===== config.mk =====
export PLATFORM = sky130hd
export DESIGN_NAME = fetch_stage
export DESIGN_NICKNAME = d
export VERILOG_FILES = /design/src/rtl/fetch_pkg.sv /design/src/rtl/ifid_reg.sv /design/src/rtl/fetch_stage.sv
export SDC_FILE = /design/constraint.sdc
export NUM_CORES = 1
export LEC_CHECK = 0
export CORE_AREA = 4 4 159 177
export DETAILED_ROUTE_END_ITERATION = 16
export DIE_AREA = 0 0 163 181
export GPL_TIMING_DRIVEN = 0
export PLACE_DENSITY = 0.89
export SYNTH_ARGS = -nofsm -noshare
export SYNTH_HDL_FRONTEND = slang
export SYNTH_SLANG_ARGS = --single-unit

===== constraint.sdc =====
create_clock -name clock -period 7.7 [get_ports clock]
set_input_delay 1.54 -clock clock [delete_from_list [all_inputs] [get_ports clock]]
set_output_delay 1.54 -clock clock [all_outputs]
set_load 0.01 [all_outputs]

===== src/rtl/fetch_pkg.sv =====
// Shared types and constants for the instruction-fetch stage.
package fetch_pkg;

    typedef enum logic [1:0] {
        FETCH,
        HOLD,
        DRAIN
    } fetch_state_t;

    localparam int unsigned PC_INCR      = 4;
    localparam int unsigned BUBBLE_INSTR = 0;
    localparam int unsigned OPCODE_MSB   = 31;
    localparam int unsigned OPCODE_LSB   = 21;

endpackage


===== src/rtl/ifid_reg.sv =====
// IF/ID pipeline register: load a new entry, hold, or insert a bubble.
module ifid_reg
    import fetch_pkg::*;
#(
    parameter int unsigned PC_WIDTH    = 64,
    parameter int unsigned INSTR_WIDTH = 32
) (
    input  logic                   clock,
    input  logic                   reset_n,
    input  logic                   load,
    input  logic                   bubble,
    input  logic [PC_WIDTH-1:0]    load_pc,
    input  logic [INSTR_WIDTH-1:0] load_instr,
    output logic                   valid,
    output logic [PC_WIDTH-1:0]    pc,
    output logic [INSTR_WIDTH-1:0] instr
);

    // A bubble clears valid and instr but leaves pc untouched.
    always_ff @(posedge clock or negedge reset_n) begin
        if (!reset_n) begin
            valid <= 1'b0;
            pc    <= '0;
            instr <= '0;
        end else if (load) begin
            valid <= 1'b1;
            pc    <= load_pc;
            instr <= load_instr;
        end else if (bubble) begin
            valid <= 1'b0;
            instr <= INSTR_WIDTH'(BUBBLE_INSTR);
        end
    end

endmodule


===== src/rtl/fetch_stage.sv =====
// Instruction fetch: PC, imem handshake, one-entry skid buffer and branch redirect.
module fetch_stage
    import fetch_pkg::*;
#(
    parameter int unsigned     PC_WIDTH    = 64,
    parameter int unsigned     INSTR_WIDTH = 32,
    parameter logic [PC_WIDTH-1:0] RESET_PC = '0
) (
    input  logic                   clock,
    input  logic                   reset_n,
    output logic                   imem_req,
    output logic [PC_WIDTH-1:0]    imem_addr,
    input  logic                   imem_ready,
    input  logic [INSTR_WIDTH-1:0] imem_rdata,
    input  logic                   stall,
    input  logic                   flush,
    input  logic [PC_WIDTH-1:0]    branch_target,
    output logic                   ifid_valid,
    output logic [PC_WIDTH-1:0]    ifid_pc,
    output logic [INSTR_WIDTH-1:0] ifid_instr,
    output logic [10:0]            ifid_opcode
);

    fetch_state_t state, next_state;

    logic [PC_WIDTH-1:0]    pc;
    logic [PC_WIDTH-1:0]    redirect_pc;
    logic [PC_WIDTH-1:0]    skid_pc;
    logic [INSTR_WIDTH-1:0] skid_instr;

    logic ifid_load, ifid_bubble, from_skid;
    logic pc_inc, pc_to_target, pc_to_redirect;
    logic skid_capture, skid_clear, redirect_capture;

    always_ff @(posedge clock or negedge reset_n) begin
        if (!reset_n) state <= FETCH;
        else          state <= next_state;
    end

    always_comb begin
        next_state = state;
        case (state)
            FETCH: begin
                if (flush)                    next_state = imem_ready ? FETCH : DRAIN;
                else if (imem_ready && stall) next_state = HOLD;
            end
            HOLD:  if (flush || !stall) next_state = FETCH;
            DRAIN: if (imem_ready)      next_state = FETCH;
            default: next_state = FETCH;
        endcase
    end

    // A flush in DRAIN reuses the FETCH flush path: the in-flight word is dropped
    // and the newest target either becomes the PC or replaces redirect_pc.
    always_comb begin
        ifid_load        = 1'b0;
        ifid_bubble      = 1'b0;
        from_skid        = 1'b0;
        pc_inc           = 1'b0;
        pc_to_target     = 1'b0;
        pc_to_redirect   = 1'b0;
        skid_capture     = 1'b0;
        skid_clear       = 1'b0;
        redirect_capture = 1'b0;
        imem_req         = reset_n && (state != HOLD);
        case (state)
            FETCH, DRAIN: begin
                if (flush) begin
                    ifid_bubble      = 1'b1;
                    pc_to_target     = imem_ready;
                    redirect_capture = !imem_ready;
                end else if (state == DRAIN) begin
                    ifid_bubble    = 1'b1;
                    pc_to_redirect = imem_ready;
                end else if (imem_ready) begin
                    pc_inc       = 1'b1;
                    skid_capture = stall;
                    ifid_load    = !stall;
                end else begin
                    ifid_bubble = !stall;
                end
            end
            HOLD: begin
                if (flush) begin
                    ifid_bubble  = 1'b1;
                    skid_clear   = 1'b1;
                    pc_to_target = 1'b1;
                end else if (!stall) begin
                    ifid_load  = 1'b1;
                    from_skid  = 1'b1;
                    skid_clear = 1'b1;
                end
            end
            default: ;
        endcase
    end

    always_ff @(posedge clock or negedge reset_n) begin
        if (!reset_n) begin
            pc          <= RESET_PC;
            redirect_pc <= '0;
            skid_pc     <= '0;
            skid_instr  <= '0;
        end else begin
            if (pc_to_target)        pc <= branch_target;
            else if (pc_to_redirect) pc <= redirect_pc;
            else if (pc_inc)         pc <= pc + PC_WIDTH'(PC_INCR);
            if (redirect_capture) redirect_pc <= branch_target;
            if (skid_capture) begin
                skid_pc    <= pc;
                skid_instr <= imem_rdata;
            end else if (skid_clear) begin
                skid_pc    <= '0;
                skid_instr <= '0;
            end
        end
    end

    assign imem_addr = pc;

    ifid_reg #(
        .PC_WIDTH    (PC_WIDTH),
        .INSTR_WIDTH (INSTR_WIDTH)
    ) u_ifid (
        .clock      (clock),
        .reset_n    (reset_n),
        .load       (ifid_load),
        .bubble     (ifid_bubble),
        .load_pc    (from_skid ? skid_pc : pc),
        .load_instr (from_skid ? skid_instr : imem_rdata),
        .valid      (ifid_valid),
        .pc         (ifid_pc),
        .instr      (ifid_instr)
    );

    assign ifid_opcode = ifid_instr[OPCODE_MSB:OPCODE_LSB];

endmodule

==> results.json <==
{
  "cts_made_buffers": 35,
  "multi_input_area_mm2": 0.00611,
  "rows": 63,
  "timing.final.crit_share_pct": 66.1,
  "drive_gt1_share_pct": 9.82,
  "wl_met3_mm": 4.80,
  "drt_wl_total_mm": 48.8,
  "cts_max_path_buffers": 3,
  "die_area_mm2": 0.0295,
  "cts.repair.resized": 0,
  "cts_hold_buffers": 0,
  "irDropWorstVdd_v": 0.000183,
  "status": "finished clean",
  "vias": 13212,
  "fp.dieW_um": 163,
  "setup_viol": 0,
  "htreeDepth": 2,
  "viasPerCell": 6.37,
  "p_total_mw": 5.33,
  "cp_num_buf_inv": 3,
  "post-route-drc-count": 0,
  "post-route-util_pct": 72.9,
  "cts_tree": "done",
  "drt_iter0_drc": 2043,
  "worstHoldPathCells": 2,
  "wl_met1_mm": 18.6,
  "postSynthAreaPerCell_um2": 10.8,
  "pin_count": 274,
  "crit_chain": "buf_8 > buf_16 > a21boi_0 > clkdlybuf4s50_1",
  "critPathTopFamily": "buffers and inverters",
  "synth_nets": 1478,
  "core_mm2": 0.0265,
  "grt_pass1_vias": 13168,
  "place_hpwl_mm": 34.2,
  "max_cap_viol_count": 0,
  "power_leakage_nw": 8.24,
  "max_stage_delay_ps": 610,
  "nets": 1789,
  "ys_warn_count": 0,
  "relSlewSlack_pct": 35.4,
  "grt_pass1_wl_mm": 75.9,
  "synthFlopType": "dfrtp_1",
  "worst_pin_slew_ps": 962,
  "placed_cell_area_mm2": 0.0181,
  "fmax_ghz": 0.196,
  "pwr_density_cell_mw_per_mm2": 276,
  "critPathArrivalTime_ps": 3550,
  "drv_slew": 0,
  "ys_ff_latch": 323,
  "async_flop_share_pct": 100,
  "rsz0062_at_grt": "false",
  "drtAntennaViolNets": 0,
  "start_kind": "input pin",
  "gp_congestion": 0.915,
  "end_kind": "output pin",
  "fillers": 1819,
  "crit_type": "input pin to output pin",
  "post_cts_buffers": 0,
  "cts.sinks": 323,
  "port_buffers": 272,
  "yosysSeqAreaShare_pct": 54.4,
  "die_h_um": 181,
  "fin_crit_ps": 5090,
  "routed.top_layer": "met5",
  "firstDrtPassIters": 7,
  "r2r_cells": 9,
  "cts_root_buffer": "clkbuf_16",
  "critical_path.max_fanout": 127,
  "timing_hold_violations_final": 0,
  "ys_types": 68,
  "stdcell_area_mm2": 0.0193,
  "grt_usage_pct": 32.5,
  "cp.required_ps": 6160,
  "antenna_found_initial": 8,
  "grt_max_degree": 128,
  "syn2layout_area_growth_pct": 29.9,
  "synth_area_mm2": 0.0149,
  "regArea_mm2": 0.00808,
  "start_util_pct": 56.1,
  "grt_overflow": 0,
  "path_clk_slew_ps": 60,
  "hp-class": "register to register",
  "clk-insertion-delay-late_ps": 520,
  "cp_num_cells": 4,
  "synth_edf_count": 0,
  "avgRoutedWirePerCell_um": 23.6,
  "cp_slowest_cell": "clkdlybuf4s50_1",
  "synth_cells": 1376,
  "clock_skew_ps": 18.9,
  "route.met2.wl_mm": 23.6
}
[worst register-to-register path, stage by stage, from the launching register on]
cell	delay [ps]
dfrtp_1	360
clkbuf_1	210
or2_2	320
clkbuf_1	180
nand3_1	210
clkbuf_1	650
clkbuf_1	670
clkbuf_1	510
nand2_1	130
o21ai_0	100
[registers in the layout, summed over array words and instances, names as in the netlist]
register      count
skid_pc          64
u_ifid.pc        64
state             2
imem_addr        64
u_ifid.valid      1
u_ifid.instr     32
redirect_pc      64
skid_instr       32
[kinds of logic after synthesis]
kind of cell / share of synthesized area [%]
AO/OA/AOI/OAI: 17.8
XOR/XNOR: 2.00
adder cells (fa/ha/maj): 0.0842
buffers and inverters: 4.51
flip-flops: 54.4
multiplexers: 9.29
AND/OR/NAND/NOR: 11.9
[final cells by class]
class / instances / area share (%)
inverters: 13 / 0.253
flip-flops and latches: 323 / 41.9
plain buffers: 128 / 3.22
clock buffers: 51 / 5.43
multi-input cells: 912 / 31.6
repair buffers: 274 / 14.4
diodes: 6 / 0.0778
clock inverters: 9 / 0.752
well taps: 357 / 2.31
[worst paths after layout]
check,slack (ps),endpoint,from
max in group asynchronous,5520,u_ifid.instr[18],reset_n
min in group asynchronous,1070,u_ifid.instr[2],reset_n
min,470,u_ifid.instr[5],u_ifid.instr[5]
max reg2reg,4280,u_ifid.pc[59],state[0]
min reg2reg,470,u_ifid.instr[5],u_ifid.instr[5]
max,2610,imem_req,reset_n
[power breakdown]
group | switching [mW] | internal (mW)
sequential | 0.298 | 2.03
combinational | 0.589 | 0.653
clock | 0.683 | 1.08
total | 1.57 | 3.76
[Yosys cell counts (all sizes together), types with 6 or more instances]
cell	n	share of area [%]
a211oi	13	0.66
a21oi	39	1.3
a222oi	25	1.7
a22o	99	5.8
a22oi	17	0.86
and2	6	0.25
and3	18	0.77
and4	7	0.42
buf	34	1.4
clkbuf	93	2.7
dfrtp	323	54
inv	13	0.33
mux2	64	4.8
mux2i	66	4.4
nand2	180	4.5
nand3	31	1.0
nand4	22	1.2
nor2	68	1.7
nor3	22	0.77
nor4	7	0.40
o21ai	112	3.8
o221ai	32	1.9
xnor2	18	1.1
xor2	16	0.94
[through the flow]
stage	setup WS (ps)	TNS, ps	instances	hold WS [ps]
4_1_cts	2530	0	2067	477
3_3_place_gp	-8640	-2792290	2005	459
2_1_floorplan	4320	0	1376	455
5_1_grt	2360	0	2073	496
3_5_place_dp	2540	0	2007	463
6_report	2610	0	2073	471
[layout by cell type, fill, tap and decap left out, types with 12 or more instances in the layout]
cell type	count
a22o_1	98
nor2_1	67
xor2_1	16
clkbuf_1	92
nor3_1	21
a211oi_1	13
buf_4	13
clkdlybuf4s50_1	271
buf_1	13
and3_1	16
a222oi_1	25
a22oi_1	17
mux2i_1	66
inv_1	12
clkbuf_8	12
xnor2_1	18
nand4_1	19
o21ai_0	112
nand2_1	180
clkbuf_16	37
dfrtp_1	323
a21oi_1	39
o221ai_1	32
mux2_2	64
nand3_1	31
[per-layer routing]
metal	global-route usage, %	vias up
li1	-	5672
met1	43.3	6549
met2	53.1	842
met3	6.94	145
met4	11.5	4
met5	0	-
(Power assumes the default switching activity.)
